**src/rtl/fp_mul_result_buffer.sv**
```systemverilog
// Registered result FIFO behind the floating-point multiplier, with sticky exception flags.
// Optional per-flag saturating event counters are enabled by defining FP_MUL_FLAG_COUNTERS_EN.
module fp_mul_result_buffer #(
  parameter int EXPONENT_WIDTH = 8,
  parameter int MANTISSA_WIDTH = 23,
  parameter int DEPTH          = 4,
  parameter int COUNT_WIDTH    = 16
) (
  input  logic                                    clk,
  input  logic                                    rst,
  input  logic                                    in_valid,
  output logic                                    in_ready,
  input  logic [EXPONENT_WIDTH+MANTISSA_WIDTH:0]  in_result,
  input  logic                                    in_underflow,
  input  logic                                    in_overflow,
  input  logic                                    in_invalid,
  output logic                                    out_valid,
  input  logic                                    out_ready,
  output logic [EXPONENT_WIDTH+MANTISSA_WIDTH:0]  out_result,
  output logic [2:0]                              out_flags,
  output logic [2:0]                              sticky_flags,
  input  logic                                    flags_clear,
  output logic [$clog2(DEPTH):0]                  level
`ifdef FP_MUL_FLAG_COUNTERS_EN
  ,
  output logic [COUNT_WIDTH-1:0]                  underflow_count,
  output logic [COUNT_WIDTH-1:0]                  overflow_count,
  output logic [COUNT_WIDTH-1:0]                  invalid_count
`endif
);

  localparam int W  = EXPONENT_WIDTH + MANTISSA_WIDTH + 1;
  localparam int AW = $clog2(DEPTH);
  localparam int PW = AW + 1;

  // Each entry is {flags[2:0], result[W-1:0]}; contents are never reset.
  logic [W+2:0]  mem_q [DEPTH];
  logic [PW-1:0] wr_ptr_q, wr_ptr_d;
  logic [PW-1:0] rd_ptr_q, rd_ptr_d;
  logic [2:0]    sticky_q, sticky_d;
  logic [PW-1:0] level_w;
  logic [2:0]    in_flags;
  logic [W+2:0]  head;
  logic          push;
  logic          pop;

  assign in_flags = {in_invalid, in_overflow, in_underflow};
  // Pointers carry one extra bit so full and empty differ; wrap is modulo 2*DEPTH.
  assign level_w  = wr_ptr_q - rd_ptr_q;
  assign in_ready = (level_w != PW'(DEPTH));
  assign out_valid = (level_w != '0);
  assign push     = in_valid && in_ready;
  assign pop      = out_valid && out_ready;
  assign head     = mem_q[rd_ptr_q[AW-1:0]];

  always_comb begin
    wr_ptr_d = wr_ptr_q + PW'(push);
    rd_ptr_d = rd_ptr_q + PW'(pop);
    sticky_d = (flags_clear ? 3'b000 : sticky_q) | (push ? in_flags : 3'b000);
  end

  always_ff @(posedge clk) begin
    if (rst) begin
      wr_ptr_q <= '0;
      rd_ptr_q <= '0;
      sticky_q <= '0;
    end else begin
      wr_ptr_q <= wr_ptr_d;
      rd_ptr_q <= rd_ptr_d;
      sticky_q <= sticky_d;
    end
  end

  always_ff @(posedge clk) begin
    if (push) begin
      mem_q[wr_ptr_q[AW-1:0]] <= {in_flags, in_result};
    end
  end

  // Head is read only from registered state, so a push is never visible in its own cycle.
  assign out_result   = out_valid ? head[W-1:0] : '0;
  assign out_flags    = out_valid ? head[W+2:W] : '0;
  assign sticky_flags = sticky_q;
  assign level        = level_w;

`ifdef FP_MUL_FLAG_COUNTERS_EN
  logic [COUNT_WIDTH-1:0] cnt_q [3];
  logic [COUNT_WIDTH-1:0] cnt_d [3];

  // Index order matches in_flags: 0 underflow, 1 overflow, 2 invalid.
  always_comb begin
    for (int i = 0; i < 3; i++) begin
      cnt_d[i] = flags_clear ? '0 : cnt_q[i];
      if (push && in_flags[i] && (cnt_d[i] != '1)) begin
        cnt_d[i] = cnt_d[i] + COUNT_WIDTH'(1);
      end
    end
  end

  always_ff @(posedge clk) begin
    for (int i = 0; i < 3; i++) begin
      if (rst) begin
        cnt_q[i] <= '0;
      end else begin
        cnt_q[i] <= cnt_d[i];
      end
    end
  end

  assign underflow_count = cnt_q[0];
  assign overflow_count  = cnt_q[1];
  assign invalid_count   = cnt_q[2];
`endif

endmodule

```
**config.mk**
```make
export PLATFORM = sky130hd
export DESIGN_NAME = fp_mul_result_buffer
export DESIGN_NICKNAME = d
export VERILOG_FILES = /design/src/rtl/fp_mul_result_buffer.sv
export SDC_FILE = /design/constraint.sdc
export NUM_CORES = 1
export LEC_CHECK = 0
export CELL_PAD_IN_SITES_DETAIL_PLACEMENT = 0
export CELL_PAD_IN_SITES_GLOBAL_PLACEMENT = 1
export CORE_ASPECT_RATIO = 2
export CORE_MARGIN = 3
export CORE_UTILIZATION = 40
export CTS_BUF_LIST = sky130_fd_sc_hd__clkbuf_8
export DETAILED_ROUTE_END_ITERATION = 12
export PLACE_DENSITY_LB_ADDON = 0.08
export RECOVER_POWER = 100
export SKIP_LAST_GASP = 1
export SLEW_MARGIN = 20
export SYNTH_ARGS = -nofsm -noshare
export SYNTH_HDL_FRONTEND = slang
export SYNTH_SLANG_ARGS = --single-unit
```
**constraint.sdc**
```tcl
create_clock -name clk -period 7.6 [get_ports clk]
set_input_delay 1.52 -clock clk [delete_from_list [all_inputs] [get_ports clk]]
set_output_delay 1.52 -clock clk [all_outputs]
set_load 0.03 [all_outputs]
```
After elaboration in Yosys (flattened, before gate mapping)
Memory sizes are Yosys's and may differ from the RTL's. A register that Yosys moved wholly into a read port is not among the register bits.
Cells that the tools add are included.
{"block": "op_classes", "add_sub_neg": 3, "n_mul": 0, "n_div": 0, "magnitude_cmp": 0, "n_eq_ne": 1, "n_shift": 0, "n_mux": 7, "bitwise_logic": 1, "n_reduce_logical": 3}
{"cell": "32-bit two-way mux", "count": 1}
{"cell": "3-bit two-way mux", "count": 3}
{"cell": "3-bit by 1-bit adder with 3-bit output", "count": 2}
{"cell": "3-bit inequality test (second input constant)", "count": 1}
{"cell": "3-bit OR", "count": 1}
{"cell": "3-bit nonzero test", "count": 1}
{"cell": "3-bit subtractor", "count": 1}
{"cell": "1-bit logical AND", "count": 2}
{"cell": "1-bit two-way mux", "count": 2}
{"cell": "2-bit two-way mux", "count": 1}
{"block": "word_totals", "reg_bits": 9, "latchBits": 0, "ram_bits": 140, "rom_bits": 0, "inputBits": 40, "out_inout_bits": 43, "elab_cells": 19, "n_memories": 1}
{"memory": "mem_q", "words": 4, "width": 35, "read_ports": 1, "rd_clocked_by_memory_dff": 1, "write_ports": 1, "line": "37", "rtl": "logic [W+2:0] mem_q [DEPTH];"}

Logic depth before layout (Yosys ltp)
{"block": "logic_depth", "depth_word": 5, "ltp_mapped": 11, "depth_no_buf": 10}

Worst setup path before layout
OpenSTA, ideal clock, no wires.
{"block": "synth_path", "path_type": "reg-to-reg", "startpoint": "reg wr_ptr_q[0]", "endpoint": "mem mem_q[0][0] (netlist name), enable pin", "setup_time_ns": 0.471, "arrival_ns": 4.291, "required_time_ns": 7.129, "setup_slack_ns": 2.838, "path_stages_with_launch": 7, "path_buffers": 0, "synth_period_minus_slack_ns": 4.762, "cell_sequence": "dfxtp_1 > inv_1 > ha_1 > fa_1 > xor3_1 > a31o_2 > nor3_1"}
{"block": "synth_via", "elab_chain_cells": 5}
{"item": "start, declared", "line": "38", "rtl": "logic [PW-1:0] wr_ptr_q, wr_ptr_d;"}
{"item": "start signal, assigned", "line": "68", "rtl": "wr_ptr_q <= wr_ptr_d;"}
{"item": "3-bit subtractor", "line": "49", "rtl": "assign level_w = wr_ptr_q - rd_ptr_q;"}
{"item": "via level[2]", "line": "23", "rtl": "output logic [$clog2(DEPTH):0] level"}
{"item": "3-bit inequality test", "line": "50", "rtl": "assign in_ready = (level_w != PW'(DEPTH));"}
{"item": "1-bit logical AND", "line": "52", "rtl": "assign push = in_valid && in_ready;"}
{"item": "1-bit two-way mux", "line": "75", "rtl": "if (push) begin"}
{"item": "1-bit two-way mux (not written as such)", "line": "76", "rtl": "mem_q[wr_ptr_q[AW-1:0]] <= {in_flags, in_result};"}
{"item": "end, declared", "line": "37"}
The timed path passes the listed nets, and every way through them passes these cells.

Worst setup path in the final report
{"block": "layout_path", "startpoint": "reg wr_ptr_q[0]", "endpoint": "out out_result[31]"}
{"block": "layout_via", "elab_chain_cells": 3}
{"item": "3-bit subtractor", "line": "49"}
{"item": "3-bit nonzero test", "line": "51", "rtl": "assign out_valid = (level_w != '0);"}
{"item": "32-bit two-way mux", "line": "81", "rtl": "assign out_result = out_valid ? head[W-1:0] : '0;"}
{"item": "end, declared", "line": "19", "rtl": "output logic [EXPONENT_WIDTH+MANTISSA_WIDTH:0] out_result,"}
No other way between the ends.

==> qor.yml <==
status: "finished, violations left"
violations: "max-capacitance violations, max-slew violations"
p_clk_share_pct: 17.5
r2r_setup_slack_ps: 2820
grt_pass1_wl_um: 16900
synthFlopType: "edfxtp_1"
p_total_mw: 3.06
slew-limit-headroom_pct: -58.1
syn_nets: 318
multiInputGateArea_um2: 1280
grt_pass1_vias: 3075
ys_types: 21
endpoint_kind: "output port"
synth_top_area_cell: "edfxtp_1"
met3_usage_pct: 4.05
powerDensity_nw_per_um2: 428
pwr-share-comb_pct: 47.6
finClkSkew_ps: 12.4
drv_cap: 6
tightest_slew_ps: 2370
drtAntennaViolNets: 0
gp_congestion: 0.679
postSynthCellCount: 272
wl_per_cell_um: 18.4
dpl_worst_slack_ps: 2830
synthAdderAreaFrac_pct: 1.43
cts.htree.levels: 4
ys_seq_elements: 149
place_hpwl_um: 6200
leakage_nw: 2.36
cts_buffer_depth: 2
clock-root-buffer: "clkbuf_8"
clk_latency_ps: 430
gr-usage-met1_pct: 16.5
grt_usage_pct: 14.1
post_cts_buffers: 0
cts_made_buffers: 17
fin_ws_ps: 2420
port_buffers: 82
io_pins: 83
antenna_found_initial: 1
synth_warnings: 0
drtIter0Drc: 141
crit_fanout: 37
switching_share_pct: 39.9
ctsHoldBuffers: 0
vdd_drop_max_mv: 0.440
avgSynthCellArea_um2: 21.2
synth_edf_count: 140
viasPerCell: 4.87
period_minus_slack_ps: 5180
hold_violations: 0
num_vias: 2778
synth_top_family_by_area: "multiplexers"
clk_pin_slew_ps: 80
synth_xor_xnor_area_share_pct: 0.715
ys_async_sr_fraction_pct: 0
netlist.area_leader.share_pct: 72.8
rsz0062_at_grt: "false"
yosysSeqAreaShare_pct: 75.9
fin_setup_tns_ps: 0
dieHeight_um: 176
top_usage_layer: "met2"
num-nets-final: 413
drv_slew: 148
drtPass1Iterations: 4
rows: 61
tritoncts: "built"
yosys.area_share.simple_pct: 5.83
start_kind: "register"
area_delta_synth_final_pct: 23.7
die_w_um: 91.0
start_util_pct: 41.1
cts_resized: 0
cts.sinks: 149
finalCritPeriodShare_pct: 68.2
drc: 0
dieArea_um2: 16000
critPathKind: "register to output port"
drt-total-wl_um: 10500
hold_class: "register to register"
fin_hold_ws_ps: 545
netSwitchingPower_mw: 1.22
p_int_mw: 1.84
p_seq_share_pct: 34.9
setup_viol: 0
cp.arrival_ps: 3660
syn-cell-area_um2: 5780
fill_cells: 1220
grt_use_met2_pct: 25.0
core_um2: 14000
register_area_um2: 4390
synth.area.top_cells: "edfxtp_1 73%, mux4_2 14%, nor2b_1 4.4%"
grt.overflow.total: 0
drive_above_1_share_pct: 19.7
grt_max_degree: 38
synth_compound_area_share_pct: 0.541
synthMuxAreaShare_pct: 13.6
worstPathRequired_ps: 6080
max_freq_ghz: 0.193
[worst paths after layout]
kind | end | cells after the start | from
max | out_result[31] | 7 | wr_ptr_q[0]
max reg2reg | mem_q[2][25] | 7 | wr_ptr_q[0]
min | rd_ptr_q[2] | 2 | rd_ptr_q[2]
min reg2reg | rd_ptr_q[2] | 2 | rd_ptr_q[2]
[registers in the layout, summed over array words and instances (netlist names)]
signal,flops
sticky_flags,3
wr_ptr_q,3
mem_q,140
rd_ptr_q,3
[area by class of cell]
type	instances	area share (%)
Multi-Input combinational cell	103	18.0
Inverter	8	0.420
Timing Repair Buffer	88	11.9
Antenna cell	1	0.0350
Clock inverter	15	1.70
Clock buffer	17	3.27
Sequential cell	149	61.4
Tap cell	189	3.31
[cell usage after synthesis (2+ instances only)]
| library cell | count |
|---|---|
| ha_1 | 5 |
| dfxtp_1 | 9 |
| or3b_2 | 3 |
| inv_1 | 8 |
| mux4_2 | 35 |
| buf_2 | 3 |
| o31ai_1 | 3 |
| nor3_1 | 4 |
| buf_6 | 2 |
| edfxtp_1 | 140 |
| nor2_1 | 2 |
| xnor2_1 | 2 |
| buf_4 | 5 |
| nor2b_1 | 41 |
| nand2_1 | 4 |
[layer usage]
layer / wire length (um) / vias to the layer above / part of all wire [%]
met4: 73 / 0 / 0.69
met1: 4140 / 1441 / 39
li1: - / 1274 / -
met5: 0 / - / 0
met3: 381 / 4 / 3.6
met2: 5920 / 59 / 56
[through the flow]
stage | std cells | cell area [um2] | utilization (%)
5_1_grt | 570 | 7150 | 50.9
2_1_floorplan | 272 | 5780 | -
4_1_cts | 569 | 7170 | 51.1
3_3_place_gp | 537 | 6820 | 48.6
6_report | 570 | 7150 | 50.9
3_5_place_dp | 537 | 6820 | 48.6
[power groups by stage]
stage,clock [mW],combinational (mW),sequential [mW]
2_1_floorplan,0,1.01,1.08
3_3_place_gp,0,1.59,1.07
3_5_place_dp,0,1.59,1.08
4_1_cts,0.556,1.60,1.06
5_1_grt,0.590,1.57,1.08
6_report,0.535,1.46,1.07
[critical path, cell delays in order, from the launching register on]
cell,delay (ps)
dfxtp_1,380
inv_1,100
ha_1,210
fa_1,350
xor3_1,450
nor2_4,800
nor2b_1,180
dlygate4sd3_1,750
[kinds of logic after synthesis]
group,Yosys count
adder cells (fa/ha/maj),6
multiplexers,35
buffers and inverters,20
flip-flops,149
AO/OA/AOI/OAI,4
AND/OR/NAND/NOR,55
XOR/XNOR,3
[placed cells by master (no fill, tap or decap), drive strengths merged]
master and n:
xnor2 2, inv 14, nor2b 41, a31o 1, clkbuf 21, clkdlybuf4s50 3, clkinv 6, ha 5
nor3 4, nor2 3, buf 2, clkinvlp 3, dlygate4sd3 79, or3b 3, dfxtp 9, nand2 4
o31ai 3, edfxtp 140, diode 1, fa 1, xor3 1, mux4 35
Power figures use the tool's default switching activity.
